--- src/rtl/camera_view_stepper.sv ---
// ----------------------------------------------------------------------------
// camera_view_stepper
//
// Moves the displayed view angle toward the requested camera offset one
// position at a time on a 64-position ring, always taking the shorter way
// round (an exact half-turn goes +1). Every step is announced to the
// renderer with a level req/done handshake, and after each completed step
// the stepper waits a dwell period so the rotation stays visible.
//
// Optional build macro:
//   RENDER_TIMEOUT_EN  - adds a watchdog on the render handshake. If the
//                        renderer does not answer within TIMEOUT cycles the
//                        step is treated as complete and render_err latches
//                        high until reset. Without the macro render_err is 0.
//
// Parameters:
//   STEP_DIV  - dwell cycles after render_done before the next step (>= 1)
//   TIMEOUT   - render watchdog limit in cycles (only with RENDER_TIMEOUT_EN)
//
// Ports:
//   clk            in   system clock, rising edge
//   rst_n          in   asynchronous active-low reset
//   camera_offset  in   [5:0] target view position, modulo 64
//   render_done    in   renderer finished the frame at view_angle
//   view_angle     out  [5:0] current displayed position
//   render_req     out  render request, held until render_done
//   step_dir       out  direction of the last step (1 = +1, 0 = -1)
//   busy           out  high whenever a step or dwell is in progress
//   render_err     out  sticky render timeout flag
// ----------------------------------------------------------------------------
module camera_view_stepper #(
    parameter int STEP_DIV = 4,
    parameter int TIMEOUT  = 1048576
) (
    input  logic       clk,
    input  logic       rst_n,
    input  logic [5:0] camera_offset,
    input  logic       render_done,
    output logic [5:0] view_angle,
    output logic       render_req,
    output logic       step_dir,
    output logic       busy,
    output logic       render_err
);

    // The dwell counter only has to hold STEP_DIV-1.
    localparam int CNT_W = (STEP_DIV > 1) ? $clog2(STEP_DIV) : 1;
    localparam logic [CNT_W-1:0] CNT_LOAD = CNT_W'(STEP_DIV - 1);

    // Reject parameter values the stepper cannot honour.
    if (STEP_DIV < 1 || TIMEOUT < 1) begin : g_bad_params
        $error("camera_view_stepper: STEP_DIV and TIMEOUT must be >= 1");
    end

    typedef enum logic [1:0] {
        IDLE,
        REQ,
        WAIT_DIV
    } state_t;

    state_t           state_q, state_d;
    logic [5:0]       target_q;
    logic [5:0]       angle_q, angle_d;
    logic             dir_q, dir_d;
    logic [CNT_W-1:0] cnt_q, cnt_d;
    logic [5:0]       diff;

    // Wraparound distance from the current angle to the target; values
    // 1..32 mean the forward path is the shorter (or tied) one.
    assign diff = target_q - angle_q;

`ifdef RENDER_TIMEOUT_EN
    localparam logic [19:0] WD_LAST = 20'(TIMEOUT - 1);

    logic [19:0] wd_q, wd_d;
    logic        err_q, err_d;
`endif

    // The target is captured every cycle; all decisions look only at the
    // captured copy so the input path is a single flop.
    always_ff @(posedge clk or negedge rst_n) begin
        if (!rst_n) begin
            target_q <= '0;
        end else begin
            target_q <= camera_offset;
        end
    end

    // Stepper state register.
    always_ff @(posedge clk or negedge rst_n) begin
        if (!rst_n) begin
            state_q <= IDLE;
            angle_q <= '0;
            dir_q   <= 1'b1;
            cnt_q   <= '0;
        end else begin
            state_q <= state_d;
            angle_q <= angle_d;
            dir_q   <= dir_d;
            cnt_q   <= cnt_d;
        end
    end

`ifdef RENDER_TIMEOUT_EN
    // Watchdog and sticky error register.
    always_ff @(posedge clk or negedge rst_n) begin
        if (!rst_n) begin
            wd_q  <= '0;
            err_q <= 1'b0;
        end else begin
            wd_q  <= wd_d;
            err_q <= err_d;
        end
    end
`endif

    // Next-state logic. The angle only moves when leaving IDLE, so it is
    // stable for the whole time the renderer is working on it. The
    // direction is re-derived from the latest target at every IDLE visit,
    // which lets a changed target take effect on the very next step.
    always_comb begin
        state_d = state_q;
        angle_d = angle_q;
        dir_d   = dir_q;
        cnt_d   = cnt_q;
`ifdef RENDER_TIMEOUT_EN
        wd_d    = '0;
        err_d   = err_q;
`endif
        case (state_q)
            IDLE: begin
                if (diff != 6'd0) begin
                    state_d = REQ;
                    if (diff <= 6'd32) begin
                        angle_d = angle_q + 6'd1;
                        dir_d   = 1'b1;
                    end else begin
                        angle_d = angle_q - 6'd1;
                        dir_d   = 1'b0;
                    end
                end
            end
            REQ: begin
                if (render_done) begin
                    state_d = WAIT_DIV;
                    cnt_d   = CNT_LOAD;
`ifdef RENDER_TIMEOUT_EN
                end else if (wd_q == WD_LAST) begin
                    // Give up on this frame but keep the stepped angle.
                    state_d = WAIT_DIV;
                    cnt_d   = CNT_LOAD;
                    err_d   = 1'b1;
                end else begin
                    wd_d    = wd_q + 20'd1;
`endif
                end
            end
            WAIT_DIV: begin
                if (cnt_q == '0) begin
                    state_d = IDLE;
                end else begin
                    cnt_d = cnt_q - CNT_W'(1);
                end
            end
            default: begin
                state_d = IDLE;
            end
        endcase
    end

    // The request is decoded straight from the state flop so it falls
    // together with the asynchronous reset.
    assign view_angle = angle_q;
    assign step_dir   = dir_q;
    assign render_req = (state_q == REQ);
    assign busy       = (state_q != IDLE);
`ifdef RENDER_TIMEOUT_EN
    assign render_err = err_q;
`else
    assign render_err = 1'b0;
`endif

endmodule

--- config.mk ---
export PLATFORM = sky130hd
export DESIGN_NAME = camera_view_stepper
export DESIGN_NICKNAME = d
export VERILOG_FILES = /design/src/rtl/camera_view_stepper.sv
export SDC_FILE = /design/constraint.sdc
export NUM_CORES = 1
export LEC_CHECK = 0
export CORE_ASPECT_RATIO = 0.7
export CORE_MARGIN = 2
export CORE_UTILIZATION = 46
export CTS_CLUSTER_DIAMETER = 30
export DETAILED_ROUTE_END_ITERATION = 7
export PLACE_DENSITY = 0.82
export SLEW_MARGIN = 20
export SYNTH_ARGS = -nofsm -noshare
export SYNTH_HDL_FRONTEND = slang
export SYNTH_SLANG_ARGS = --single-unit
--- constraint.sdc ---
create_clock -name clk -period 3.26 [get_ports clk]
set_input_delay 0.652 -clock clk [delete_from_list [all_inputs] [get_ports clk]]
set_output_delay 0.652 -clock clk [all_outputs]
set_load 0.01 [all_outputs]
==> results of run 1 <==
worst reg2reg max path: cells and delay by family (launching register included):
| kind | cells | cell delay (ns) |
|---|---|---|
| buffers and inverters | 3 | 0.43 |
| AND/OR/NAND/NOR | 1 | 0.11 |
| multiplexers | 1 | 0.17 |
| flip-flops | 1 | 0.44 |
| AO/OA/AOI/OAI | 9 | 1.37 |
| adder cells (fa/ha/maj) | 2 | 0.55 |
sequential cells by signal, summed over array words and instances (netlist names):
register and count:
cnt_q 2, state_q 2, step_dir 1, target_q 6
view_angle 6
layer usage:
layer	vias up	track usage	wire length, um
met5	-	0	0
met3	4	0.0698	146
li1	422	-	-
met1	409	0.217	1030
met2	25	0.325	1110
met4	0	0.0311	34
placed cells by master, fill, tap and decap left out, types with 3 or more instances in the layout:
cell type        Yosys  routed
a21o_1               3       3
a21oi_1              7       5
buf_4                1       4
clkbuf_4             0       3
clkdlybuf4s50_1      0      17
dfrtp_1             16      15
ha_1                10       5
ha_4                 0       3
inv_1               14      13
nand2_1              6       6
nor2_1               7       7
o21ai_0              7       5
xnor2_1              3       3
xor2_1               5       4
worst max-delay path by stage:
stage                        startpoint            end  slack [ns]
after floorplan           view_angle[0]  view_angle[5]        0.01
after global placement    view_angle[0]  view_angle[5]        0.05
after detailed placement  view_angle[0]  view_angle[5]       -0.08
after CTS                 view_angle[0]  view_angle[5]        0.02
after global routing      view_angle[2]  view_angle[5]       -0.11
final                     view_angle[2]  view_angle[5]         0.1
repair_timing:
| item | 4_1_cts | 5_1_grt |
|---|---|---|
| endpoints found under the setup margin | 1 | 1 |
| gates cloned | 0 | 0 |
| buffers inserted | 2 | 2 |
| pin swaps | 3 | 11 |
| gates resized for setup | 4 | 18 |
logic make-up (layout without fill, tap and decap cells):
group / count (synthesis) / count (layout) / synth area share
fa+ha+maj: 12 / 12 / 0.150
mux: 2 / 2 / 0.0182
buf+inv: 16 / 40 / 0.0590
other cells: 1 / 1 / 0.00340
compound gates: 29 / 29 / 0.205
xor+xnor: 8 / 8 / 0.0636
flops: 17 / 17 / 0.387
simple gates: 25 / 25 / 0.114
area by class of cell:
cell class | count | area share
repair buffers | 22 | 0.143
inverters | 14 | 0.0356
multi-input cells | 77 | 0.487
well taps | 32 | 0.0271
flip-flops and latches | 17 | 0.290
clock buffers | 4 | 0.0178
per-stage QoR:
stage	setup WS, ns	instances
after floorplan	0.0148	110
after global placement	0.0525	159
after detailed placement	-0.0791	159
after CTS	0.0188	165
after global routing	-0.113	166
final	0.0952	166
==> metrics.md, run 1 <==
| Metric | Value |
|---|---|
| Most frequent cells after synthesis | dfrtp_1 (16), inv_1 (14), ha_1 (10) |
| Antenna diode count | 0 |
| Drt pass-1 iters | 4 |
| Slowest CP cell | dfrtp_1 |
| Syn Nets | 131 |
| I/O Buffers | 17 |
| Nets@finish | 156 |
| Reg2reg start | view_angle[2] |
| Area contributors post-synth | dfrtp_1 (36%), ha_1 (11%), inv_1 (4.8%) |
| Worst hold path endpoint | step_dir |
| FF+latch area | 428 um^2 |
| Final TNS setup | 0 ns |
| DRT iter0 DRCs | 11 |
| Via density | 5.18 |
| Worst R2R Setup Slack | 0.1 ns |
| Worst-path maximum fanout | 4 |
| Largest area contributor in the netlist | dfrtp_1 |
| Most Frequent Cell on Critical Path | a21oi_1 |
| Core area | 2210 um^2 |
| Share of cells above drive strength 1 | 0.246 |
| Hold WC Path Type | flip-flop to flip-flop |
| CTS Buffer Depth | 2 |
| Grt ovf | 0 |
| Synth Register Bits | 17 |
| Critical Path Sink Type | flip-flop |
| Die area | 2810 um^2 |
| Worst r2r path cells | 16 |
| DRC violation count after routing | 0 |
| Ys flop type | dfrtp_1 |
| CTS tree | built |
| Critical Path RT | 3.45 ns |
| Startpoint Class | flip-flop |
| Tmin final | 3.16 ns |
| Hold Path Origin | step_dir |
| Root buffer cell | clkbuf_4 |
| Crit path DAT | 3.36 ns |
| Clk sink count | 17 |
| FILL cells | 183 |
| Max-cap viol count | 0 |
| Status | finished, final reports clean |
| Clk slew on worst S/H paths | 0.11 ns |
| FP Rows | 14 |
| Estimated wirelength of the detail-placed design | 1660 um |
| Most numerous cell in the Yosys netlist | dfrtp_1 |
| Largest net degree at the start of global routing | 18 |
| Vias in the first global route | 859 |
| Final hold vios | 0 |
| First-pass GRT wire length | 3860 um |
| Max incr delay on CP | 0.44 ns |
| Register area share after synthesis | 0.387 |
| Fin. max-slew vios | 0 |
| Clock Latency Late Sink | 0.30 ns |
| Hold path cells | 1 |
| CP top delay family | compound AO/OA/AOI/OAI gates |
| Routed wire per std cell | 14.0 um |
| Layout Area Growth over Synthesis | 34.1% |
| Routed vias | 860 |
| YS warnings | 0 |
| CTS Buf Count | 3 |
| CP Class | flip-flop to flip-flop |
| Die Wd | 62.5 um |
| Slew HR | 0.482 |
| Top Ports | 19 |
| Gpl congestion | 0.815 |
| FMAX | 316 MHz |
| Total Routing Usage GR | 0.182 |
| Min Hold Slack | 0.519 ns |
| Slew of the pin with the lowest slew margin | 0.774 ns |
| Syn Inst Count | 110 |
| Antenna violations before repair | 0 |
| Post-synth EDFFs | 0 |
| H-tree depth | 1 |
| WP depth | 16 |
| CP cell instances | inv_1 > ha_2 > o21ai_1 > a21oi_1 > o41ai_2 > buf_4 > o32ai_4 > inv_2 > ha_4 > a211oi_4 > o21bai_1 > a21oi_2 > nand3b_1 > mux2i_1 > a21oi_1 > o311ai_2 |
| Final instance area | 1480 um^2 |
| Crit path buf inv count | 3 |
| Hold Buf Count CTS | 0 |
| Final period util | 0.971 |
| Synthesized area | 1100 um^2 |
| Avg Cell Area, Syn | 10.0 um^2 |
| Final Core Density | 0.670 |
| Clock skew | 0.0119 ns |
| Routed WL | 2320 um |
| Final ANT Viol Nets | 0 |
| Async S/R FF share, synth | 1.00 |
| DIE HEIGHT | 45.0 um |
| Cell Area, Placed | 1320 um^2 |
| Yosys top cell area share | 0.363 |
| Distinct cells, synth | 37 |
| Initial Util | 0.499 |
| Worst R2R End | view_angle[5] |
| Area of the multi-input gates | 719 um^2 |
| Setup violations, final | 0 |
Power of run 1 is left out: the tool's default activity adds up to more than one toggle a clock period on the data nets, which glitch-free logic cannot reach.
==> run 2: changes to the inputs <==
==> constraint.sdc (replaced) <==
create_clock -name clk -period 2.7 [get_ports clk]
set_input_delay 0.54 -clock clk [delete_from_list [all_inputs] [get_ports clk]]
set_output_delay 0.54 -clock clk [all_outputs]
set_load 0.01 [all_outputs]
==> metrics.md, run 2 (synthesized netlist as in run 1, its figures left out) <==
| Metric | Value |
|---|---|
| Status | complete, but fails checks |
| Failing checks | setup timing |
| FMAX | 330 MHz (+4.4%) |
| Slew of the pin with the lowest slew margin | 0.774 ns (-0.0000427 ns) |
| Nets@finish | 181 (+16%) |
| Drt pass-1 iters | 4 (unchanged) |
| Critical Path Sink Type | flip-flop |
| Share of cells above drive strength 1 | 0.390 (+0.144) |
| Grt ovf | 0 (unchanged) |
| Most frequent cells in the layout | buf_4 (28), clkdlybuf4s50_1 (17), dfrtp_1 (12) |
| Most common cell after layout, fill and taps aside | buf_4 |
| Clock Latency Late Sink | 0.30 ns (about the same) |
| Min Hold Slack | 0.522 ns (+0.00282 ns) |
| Fin. max-slew vios | 0 (unchanged) |
| Top Ports | 19 (unchanged) |
| Tmin final | 3.03 ns (-0.133 ns) |
| Max-cap viol count | 0 (unchanged) |
| Gpl congestion | 0.873 (+7.2%) |
| Routed wire per std cell | 14.6 um (+4.6%) |
| Clk sink count | 17 (unchanged) |
| Critical Path RT | 2.90 ns (-0.55 ns) |
| Via density | 5.15 (-0.56%) |
| CTS Buf Count | 3 (unchanged) |
| DIE HEIGHT | 45.0 um (unchanged) |
| Final hold vios | 0 (unchanged) |
| Vias in the first global route | 986 (+15%) |
| DRT iter0 DRCs | 45 (+34) |
| Routed vias | 984 (+14%) |
| Die area | 2810 um^2 (unchanged) |
| Post-Layout Cell Count | 191 (+15%) |
| I/O Buffers | 17 (unchanged) |
| Antenna violations before repair | 0 (unchanged) |
| FILL cells | 152 (-17%) |
| First-pass GRT wire length | 4540 um (+17%) |
| Final ANT Viol Nets | 0 (unchanged) |
| Hold Buf Count CTS | 0 (unchanged) |
| Initial Util | 0.499 (unchanged) |
| Startpoint Class | flip-flop |
| Routed WL | 2790 um (+20%) |
| RSZ-0062 raised after global routing | true |
| Hold WC Path Type | flip-flop to flip-flop |
| Clock skew | 0.00129 ns (-0.0106 ns) |
| Cell total after placement | 183 (+15%) |
| Root buffer cell | clkbuf_4 |
| Area of the multi-input gates | 717 um^2 (-0.35%) |
| FF+latch area | 432 um^2 (+0.88%) |
| Layout Area Growth over Synthesis | 51.8% |
| Clk slew on worst S/H paths | 0.10 ns (about the same) |
| Largest net degree at the start of global routing | 18 (unchanged) |
| FP Rows | 14 (unchanged) |
| Setup WS post-layout | -0.331 ns (-0.427 ns) |
| CP Class | flip-flop to flip-flop |
| H-tree depth | 1 (unchanged) |
| Slew HR | 0.482 (about the same) |
| DRC violation count after routing | 0 (unchanged) |
| Die Wd | 62.5 um (unchanged) |
| Worst-path maximum fanout | 4 (unchanged) |
| Estimated wirelength of the detail-placed design | 2060 um (+24%) |
| Setup violations, final | 3 (+3) |
| Crit path DAT | 3.23 ns (-0.13 ns) |
| Core area | 2210 um^2 (unchanged) |
| Final period util | 1.12 (+0.152) |
| CTS tree | built |
| Antenna diode count | 0 (unchanged) |
| CTS Buffer Depth | 2 (unchanged) |
| Total Routing Usage GR | 0.216 (+0.0343) |
-- run 2: routing by layer --
layer | wire, um | GRT usage | share of wire | vias to the layer above
met1 | 1240 | 0.274 | 0.44 | 474
met2 | 1400 | 0.387 | 0.50 | 28
met5 | 0 | 0 | 0 | -
li1 | - | - | - | 477
met3 | 117 | 0.0549 | 0.042 | 5
met4 | 38 | 0.0400 | 0.014 | 0
-- run 2: through the flow --
step | setup slack [ns] | instance area [um^2] | utilization | TNS [ns]
global placement | -0.112 | 1600 | 0.725 | -0.162
floorplan | -0.200 | 1210 | - | -0.200
detailed placement | -0.319 | 1600 | 0.725 | -0.448
global route | -0.487 | 1670 | 0.758 | -1.15
finish | -0.331 | 1670 | 0.758 | -0.611
CTS | -0.331 | 1660 | 0.750 | -0.430
-- run 2: final timing paths --
path | start | end | slack (ns) | depth (start not counted)
setup / recovery | view_angle[0] | view_angle[5] | -0.33 | 15
hold / removal | step_dir | step_dir | 0.52 | 1
setup reg to reg | view_angle[0] | view_angle[5] | -0.33 | 15
hold reg to reg | step_dir | step_dir | 0.52 | 1
max in group asynchronous | rst_n | view_angle[3] | 1.49 | 1
min in group asynchronous | rst_n | target_q[1] | 0.68 | 1
-- run 2: what timing repair did --
| action | 4_1_cts | 5_1_grt |
|---|---|---|
| setup buffers | 2 | 5 |
| hold endpoints to repair | 0 | 0 |
| gates resized for setup | 5 | 5 |
| endpoints found under the setup margin | 3 | 4 |
| pin swaps | 0 | 6 |
-- run 2: cell type report --
cell class / count / share of cell area
repair buffers: 47 / 0.241
multi-input cells: 77 / 0.429
inverters: 14 / 0.0329
clock buffers: 4 / 0.0157
flip-flops and latches: 17 / 0.258
well taps: 32 / 0.0239
-- run 2: critical path, cell delays in order, from the launching register on --
cell      delay [ns]
dfrtp_2         0.44
ha_4            0.16
fa_2            0.34
nand2b_4        0.16
a21oi_4         0.16
xor2_2          0.12
o32ai_4         0.27
inv_4           0.11
ha_4            0.23
a211oi_2        0.20
o21bai_1        0.11
a21oi_2         0.21
nand3b_1        0.11
mux2i_1         0.16
a21oi_1         0.06
o311ai_1        0.08
Power of run 2 is left out for the same reason.
